`src/rtl/sba_bus_arbiter.sv`:
```
// Round-robin arbiter sharing one single-outstanding system-bus port between NUM_REQ requesters.
// Optional response watchdog (error response plus drain of the late reply) enabled by SBA_ARB_TIMEOUT_EN.
module sba_bus_arbiter #(
    parameter int unsigned NUM_REQ        = 2,
    parameter int unsigned ADDR_WIDTH     = 64,
    parameter int unsigned DATA_WIDTH     = 64,
    parameter int unsigned TIMEOUT_CYCLES = 1024
) (
    input  logic                            clk_i,
    input  logic                            rst_ni,
    input  logic [NUM_REQ-1:0]              req_i,
    input  logic [NUM_REQ-1:0]              we_i,
    input  logic [NUM_REQ*ADDR_WIDTH-1:0]   addr_i,
    input  logic [NUM_REQ*DATA_WIDTH-1:0]   wdata_i,
    input  logic [NUM_REQ*DATA_WIDTH/8-1:0] be_i,
    input  logic [NUM_REQ*2-1:0]            size_i,
    output logic [NUM_REQ-1:0]              gnt_o,
    output logic [NUM_REQ-1:0]              valid_o,
    output logic [NUM_REQ-1:0]              err_o,
    output logic [DATA_WIDTH-1:0]           rdata_o,
    output logic                            bus_req_o,
    output logic                            bus_we_o,
    output logic [ADDR_WIDTH-1:0]           bus_addr_o,
    output logic [DATA_WIDTH-1:0]           bus_wdata_o,
    output logic [DATA_WIDTH/8-1:0]         bus_be_o,
    output logic [1:0]                      bus_size_o,
    input  logic                            bus_gnt_i,
    input  logic                            bus_valid_i,
    input  logic [DATA_WIDTH-1:0]           bus_rdata_i
);
    localparam int unsigned BE_WIDTH = DATA_WIDTH / 8;
    localparam int unsigned SEL_W    = $clog2(NUM_REQ);

    if (NUM_REQ < 2 || NUM_REQ > 8 || TIMEOUT_CYCLES < 1) begin : g_bad_param
        $error("sba_bus_arbiter: NUM_REQ must be 2..8 and TIMEOUT_CYCLES at least 1");
    end

    typedef enum logic [1:0] {
        IDLE      = 2'd0,
        REQUEST   = 2'd1,
        WAIT_RESP = 2'd2,
        DRAIN     = 2'd3
    } state_e;

    state_e           state_q, state_d;
    logic [SEL_W-1:0] sel_q, sel_d;
    logic [SEL_W-1:0] rr_ptr_q, rr_ptr_d;
    logic [SEL_W-1:0] scan_sel;
    logic [SEL_W-1:0] sel_next;
    logic             timeout;

`ifdef SBA_ARB_TIMEOUT_EN
    localparam int unsigned WD_W = $clog2(TIMEOUT_CYCLES + 1);
    logic [WD_W-1:0] wd_cnt_q;

    // Held at zero outside WaitResp, so every entry starts a fresh count.
    always_ff @(posedge clk_i or negedge rst_ni) begin
        if (!rst_ni) begin
            wd_cnt_q <= '0;
        end else if (state_q != WAIT_RESP) begin
            wd_cnt_q <= '0;
        end else begin
            wd_cnt_q <= wd_cnt_q + 1'b1;
        end
    end

    // A real response in the limit cycle takes precedence over the timeout.
    assign timeout = (state_q == WAIT_RESP) && !bus_valid_i &&
                     (wd_cnt_q == WD_W'(TIMEOUT_CYCLES - 1));
`else
    assign timeout = 1'b0;
`endif

    always_comb begin : p_scan
        int  idx;
        logic found;
        idx      = 0;
        found    = 1'b0;
        scan_sel = rr_ptr_q;
        for (int i = 0; i < NUM_REQ; i++) begin
            idx = int'(rr_ptr_q) + i;
            if (idx >= NUM_REQ) idx = idx - NUM_REQ;
            if (!found && req_i[idx]) begin
                found    = 1'b1;
                scan_sel = SEL_W'(idx);
            end
        end
    end

    assign sel_next = (sel_q == SEL_W'(NUM_REQ - 1)) ? '0 : sel_q + 1'b1;

    always_ff @(posedge clk_i or negedge rst_ni) begin
        if (!rst_ni) begin
            state_q  <= IDLE;
            sel_q    <= '0;
            rr_ptr_q <= '0;
        end else begin
            state_q  <= state_d;
            sel_q    <= sel_d;
            rr_ptr_q <= rr_ptr_d;
        end
    end

    always_comb begin
        state_d  = state_q;
        sel_d    = sel_q;
        rr_ptr_d = rr_ptr_q;
        case (state_q)
            IDLE: begin
                if (|req_i) begin
                    sel_d   = scan_sel;
                    state_d = REQUEST;
                end
            end
            REQUEST: begin
                // Once the bus grants, the transaction is committed downstream.
                if (bus_gnt_i) begin
                    state_d = WAIT_RESP;
                end else if (!req_i[sel_q]) begin
                    state_d = IDLE;
                end
            end
            WAIT_RESP: begin
                if (bus_valid_i || timeout) begin
                    rr_ptr_d = sel_next;
                    state_d  = bus_valid_i ? IDLE : DRAIN;
                end
            end
            DRAIN: begin
                if (bus_valid_i) state_d = IDLE;
            end
            default: state_d = IDLE;
        endcase
    end

    always_comb begin
        gnt_o       = '0;
        valid_o     = '0;
        err_o       = '0;
        rdata_o     = '0;
        bus_req_o   = 1'b0;
        bus_we_o    = 1'b0;
        bus_addr_o  = '0;
        bus_wdata_o = '0;
        bus_be_o    = '0;
        bus_size_o  = '0;
        case (state_q)
            REQUEST: begin
                bus_req_o     = 1'b1;
                bus_we_o      = we_i[sel_q];
                bus_addr_o    = addr_i[int'(sel_q)*ADDR_WIDTH +: ADDR_WIDTH];
                bus_wdata_o   = wdata_i[int'(sel_q)*DATA_WIDTH +: DATA_WIDTH];
                bus_be_o      = be_i[int'(sel_q)*BE_WIDTH +: BE_WIDTH];
                bus_size_o    = size_i[int'(sel_q)*2 +: 2];
                gnt_o[sel_q]  = bus_gnt_i;
            end
            WAIT_RESP: begin
                if (bus_valid_i) begin
                    valid_o[sel_q] = 1'b1;
                    rdata_o        = bus_rdata_i;
                end else if (timeout) begin
                    valid_o[sel_q] = 1'b1;
                    err_o[sel_q]   = 1'b1;
                end
            end
            default: ;
        endcase
    end

endmodule

```
`config.mk`:
```
export PLATFORM = sky130hd
export DESIGN_NAME = sba_bus_arbiter
export DESIGN_NICKNAME = d
export VERILOG_FILES = /design/src/rtl/sba_bus_arbiter.sv
export SDC_FILE = /design/constraint.sdc
export NUM_CORES = 1
export LEC_CHECK = 0
export BUFFER_PORTS_ARGS = -buffer_cell sky130_fd_sc_hd__buf_2
export CORE_AREA = 2 2 216 218
export DETAILED_ROUTE_END_ITERATION = 6
export DIE_AREA = 0 0 218 220
export PLACE_DENSITY = 0.33
export SLEW_MARGIN = 25
export SYNTH_ARGS = -nofsm -noshare
export SYNTH_HDL_FRONTEND = slang
export SYNTH_SLANG_ARGS = --single-unit
```
`constraint.sdc`:
```
create_clock -name clk_i -period 2 [get_ports clk_i]
set_input_delay 0.5 -clock clk_i [delete_from_list [all_inputs] [get_ports clk_i]]
set_output_delay 0.5 -clock clk_i [all_outputs]
set_load 0.01 [all_outputs]
```
==> results of run 1 <==
[worst paths after layout]
check	slack [ns]	start	to
setup reg to reg	0.60	sel_q$_DFFE_PN0P_	state_q[0]$_DFFE_PN0P_
setup / recovery	-0.16	sel_q$_DFFE_PN0P_	bus_wdata_o[23]
max in group asynchronous	1.78	rst_ni	sel_q$_DFFE_PN0P_
hold reg to reg	0.53	rr_ptr_q$_DFFE_PN0P_	rr_ptr_q$_DFFE_PN0P_
hold / removal	0.08	rst_ni	rr_ptr_q$_DFFE_PN0P_
min in group clk_i	0.49	req_i[0]	sel_q$_DFFE_PN0P_
[report_power, final]
part	total [mW]	internal, mW	switching, mW
Combinational	8.07	4.25	3.82
Clock	0.324	0.264	0.0607
Sequential	0.181	0.131	0.0500
Total	8.57	4.64	3.93
[cell type report]
| class | instances | area share |
|---|---|---|
| timing repair buffer | 628 | 0.528 |
| inverter | 3 | 0.00144 |
| multi-input combinational | 363 | 0.350 |
| sequential | 4 | 0.0134 |
| tap | 607 | 0.0972 |
| antenna | 1 | 0.000320 |
| clock buffer | 4 | 0.0101 |
[cells in the final DEF, fill, tap and decap left out, types with 2 or more instances in the layout]
| master | netlist | final |
|---|---|---|
| and2_4 | 17 | 41 |
| buf_8 | 0 | 5 |
| mux2i_1 | 141 | 128 |
| nor2_2 | 10 | 14 |
| buf_2 | 16 | 512 |
| buf_12 | 0 | 14 |
| clkbuf_16 | 0 | 12 |
| nand3b_1 | 2 | 2 |
| mux2i_2 | 0 | 5 |
| buf_4 | 5 | 24 |
| dfrtp_1 | 4 | 2 |
| buf_6 | 17 | 59 |
| inv_1 | 3 | 3 |
| mux2i_4 | 0 | 8 |
| buf_16 | 0 | 5 |
| and2_1 | 48 | 24 |
| nor2_1 | 131 | 127 |
| conb_1 | 1 | 2 |
[sequential cells by signal (all words and copies together) (netlist names)]
register	count
rr_ptr_q	1
sel_q	1
state_q	2
[routing by layer]
layer	GRT usage	part of all wire
met5	0	0
met4	0.0181	0.016
met3	0.00870	0.067
met2	0.134	0.53
met1	0.0820	0.39
[cells by family after synthesis]
kind of cell | share of synthesized area
buffers and inverters | 0.112
multiplexers | 0.479
AND/OR/NAND/NOR | 0.364
AO/OA/AOI/OAI | 0.0102
flip-flops | 0.0339
other | 0.00127
[worst register-to-register path, stage by stage, from the launching register on]
cell	delay (ns)
dfrtp_4	0.50
buf_12	0.14
buf_12	0.15
buf_4	0.17
mux2i_1	0.16
o221ai_1	0.15
[what timing repair did]
| action | 4_1_cts | 5_1_grt |
|---|---|---|
| pin swaps | 4 | 35 |
| hold buffers | 0 | 0 |
| setup endpoints to repair | 56 | 176 |
| resized for setup | 44 | 85 |
| setup buffers | 11 | 13 |
| gates cloned | 4 | 12 |
==> flow_summary.ini, run 1 <==
[die]
fp.dieW_um = 218
fp.dieArea_um2 = 48000
num_rows = 79
initial_core_util = 0.0643
die_y_um = 220
io-pin-count = 558
core_um2 = 45900

[synth]
synthesis.instances = 409
ys_async_sr_fraction = 1.00
syn_area_um2 = 2950
synth-seq-cells = 4
synth_top_area_share = 0.479
synth_commonest_cells = 141 x mux2i_1, 131 x nor2_1, 48 x and2_1
synth_flop_cell = dfrtp_1
ys_seq_area_frac = 0.0339
yosysMostFrequentCell = mux2i_1
avgSynthCellArea_um2 = 7.21
synth_area_leader_cell = mux2i_1
yosysWarnings = 0
synthDistinctLibCells = 24
ys_top_cells_by_area = mux2i_1 48%, nor2_1 17%, and2_1 10%
synth-edff-count = 0

[run_status]
failed_checks = setup timing
status = finished with violations

[grt]
overflow = 0
antenna_found_initial = 1
grt_start_max_net_pins = 35
grt_usage = 0.0702
grt_pass1_vias = 4510
grt_pass1_wl_mm = 25.7

[timing]
finalSetupViolCount = 137
finalCritPeriodShare = 1.08
fin_crit_ns = 2.16
timing.final.hold_violations = 0
drv_slew = 0
fin_worst_hold_slack_ns = 0.0800
worst_slack_ns = -0.156
setup_tns_ns = -5.77
grt_setup_unrepaired = true
finClkSkew_ns = 0.00141
max_clock_freq_ghz = 0.464

[min_path]
hp-class = input port to async pin

[routing]
drt_pass1_iterations = 4
first_iter_violations = 108
drc = 0
via_count = 5141
ant_nets = 0
drt-wirelength-per-cell_um = 13.2
post_drt_via_cell_ratio = 3.19
routed_wl_mm = 21.3

[setup_path]
path_buf_inv = 4
path_depth = 6
cpMostUsedCell = buf_12
crit_fanout = 13
crit_chain = buf_12, buf_12, buf_12, mux2i_4, nor2_1, buf_2
cp.arrival_ns = 1.66
critPathLaunchType = flop
required_ns = 1.50
critical_path.top_delay_family = buffers and inverters
worst_setup_path_end_kind = primary output
rr_worst_depth = 5
max_stage_delay_ns = 0.50
slowest_stage = dfrtp_4
criticalPathCategory = flop to primary output

[placement]
portBuffers = 555
preCtsSetupSlack_ns = 0.0510
hpwlAfterDp_mm = 16.4
finalWeightedCongestion = 0.788
placedCellCount = 1570
placed_area_um2 = 6620

[run]
cap_violations = 0

[finish]
final_cells = 1610
finish.net_count = 1351
drive_gt1_frac = 0.705
fillerInstances = 5270
multi_input_area_um2 = 2730
final_core_util = 0.170
area_growth_pct = 165
regArea_um2 = 105
fin_area_um2 = 7820

[clocking]
cts.clk_slew.worst_paths_ns = 0.03
cts_buffer_depth = 2
cts_tree = done
clock-root-buffer = clkbuf_16
cts_buffers = 3
h-tree-depth = 1
cts.sinks = 4
clk_latency_ns = 0.22

[power_and_ir_drop]
power.total_mw = 8.57
ir_worst_vdd_mv = 0.406
p_leak_nw = 4.58
power.density_nw_per_um2 = 1100
(Power assumes the default switching activity.)
==> inputs of run 2 (changes only) <==
==> constraint.sdc (replaced) <==
create_clock -name clk_i -period 2.43 [get_ports clk_i]
set_input_delay 0.6075 -clock clk_i [delete_from_list [all_inputs] [get_ports clk_i]]
set_output_delay 0.6075 -clock clk_i [all_outputs]
set_load 0.01 [all_outputs]
==> run 2 against run 1 <==
The flow now finishes without violations. Via count down 6.0%. Worst setup slack improved by 0.22 ns. Sequential cell count stayed put. Final area shrank 16%. Non-clock buffer count down 49. Core utilization shrank 2.8 points. Critical endpoint is now bus_wdata_o[20].
==> flow_summary.ini, run 2 (synthesized netlist as in run 1, its figures left out) <==
[setup_path]
path_depth = 5
crit_fanout = 36
worst_setup_path_end_kind = primary output
max_stage_delay_ns = 0.44
slowest_stage = dfrtp_4
criticalPathCategory = flop to primary output
path_buf_inv = 3
cp.arrival_ns = 1.76
required_ns = 1.82
critical_path.top_delay_family = buffers and inverters
critPathLaunchType = flop
cpMostUsedCell = buf_12
crit_chain = buf_12, buf_12, mux2i_2, nor2_1, buf_2
rr_worst_depth = 3

[clocking]
cts_buffer_depth = 2
cts_buffers = 3
h-tree-depth = 1
cts.sinks = 4
cts_setup_buffers = 0
cts.clk_slew.worst_paths_ns = 0.04
clk_latency_ns = 0.23
holdBufCountCts = 0
cts_tree = done
clock-root-buffer = clkbuf_16

[grt]
met2_usage = 0.127
grt_usage = 0.0642
grt_most_used_layer = met2
grt_start_max_net_pins = 64
grt_pass1_wl_mm = 23.9
gr-usage-met3 = 0.00897
grt_use_met1 = 0.0748
antenna_found_initial = 0
overflow = 0
grt_pass1_vias = 4269

[timing]
max_clock_freq_ghz = 0.423
grt_setup_unrepaired = false
fin_worst_hold_slack_ns = 0.189
setup_tns_ns = 0
fin_crit_ns = 2.37
worst_slack_ns = 0.0639
drv_slew = 0
finalSetupViolCount = 0
timing.final.hold_violations = 0
finalCritPeriodShare = 0.974
finClkSkew_ns = 0.00680

[placement]
placedCellCount = 1555
portBuffers = 555
preCtsSetupSlack_ns = 0.312
hpwlAfterDp_mm = 16.3
placed_area_um2 = 6460
finalWeightedCongestion = 0.799

[die]
die_y_um = 220
core_um2 = 45900
io-pin-count = 558
num_rows = 79
fp.dieW_um = 218
fp.dieArea_um2 = 48000
initial_core_util = 0.0643

[routing]
drc = 0
post_drt_via_cell_ratio = 3.10
routed_wl_mm = 18.5
first_iter_violations = 133
ant_nets = 0
via_count = 4830
drt_pass1_iterations = 5
drt-wirelength-per-cell_um = 11.9

[power_and_ir_drop]
p_leak_nw = 4.13
power.density_nw_per_um2 = 813
power.total_mw = 5.32
ir_worst_vdd_mv = 0.372

[run_status]
status = finished clean

[run]
cap_violations = 0

[finish]
layout_commonest_cell = buf_2
area_growth_pct = 122
largest_reg_flops = 2
reg_top3 = state_q: 2 flops, rr_ptr_q: 1 flops, sel_q: 1 flops
regArea_um2 = 104
antenna_cells = 0
fillerInstances = 5344
mostFrequentLayoutCells = 555 x buf_2, 140 x mux2i_1, 131 x nor2_1, 48 x and2_1, 17 x and2_4
final_core_util = 0.143
drive_gt1_frac = 0.645
final_cells = 1559
largest_register = state_q
multi_input_area_um2 = 2530
finish.net_count = 1301
fin_area_um2 = 6540

[min_path]
hp-class = input port to async pin
## run 2: where the power goes
| part | switching (mW) | internal (mW) |
|---|---|---|
| clock | 0.0518 | 0.217 |
| combinational | 2.63 | 2.26 |
| sequential | 0.0538 | 0.106 |
## run 2: path summary, 6_finish.rpt
path	start	to	slack (ns)
worst max-delay path	sel_q$_DFFE_PN0P_	bus_wdata_o[20]	0.06
worst min-delay path	rst_ni	sel_q$_DFFE_PN0P_	0.19
worst max register to register	state_q[0]$_DFFE_PN0P_	rr_ptr_q$_DFFE_PN0P_	1.04
worst min register to register	rr_ptr_q$_DFFE_PN0P_	rr_ptr_q$_DFFE_PN0P_	0.53
max in group asynchronous	rst_ni	sel_q$_DFFE_PN0P_	2.09
min in group clk_i	rr_ptr_q$_DFFE_PN0P_	rr_ptr_q$_DFFE_PN0P_	0.53
## run 2: timing repair
item | CTS | global route
endpoints found under the hold margin | 0 | 0
setup endpoints to repair | 0 | 1
resized for setup | 0 | 1
## run 2: final cells by class
cell class	instances	share of cell area
timing repair buffer	579	0.467
sequential	4	0.0159
tap	607	0.116
multi-input combinational	362	0.387
inverter	3	0.00172
clock buffer	4	0.0120
## run 2: metal layers
metal  vias up  wire length (um)
li1       2434                 -
met1      2126              7130
met2       268              9850
met3         2              1460
met4         0                34
met5         -                 0
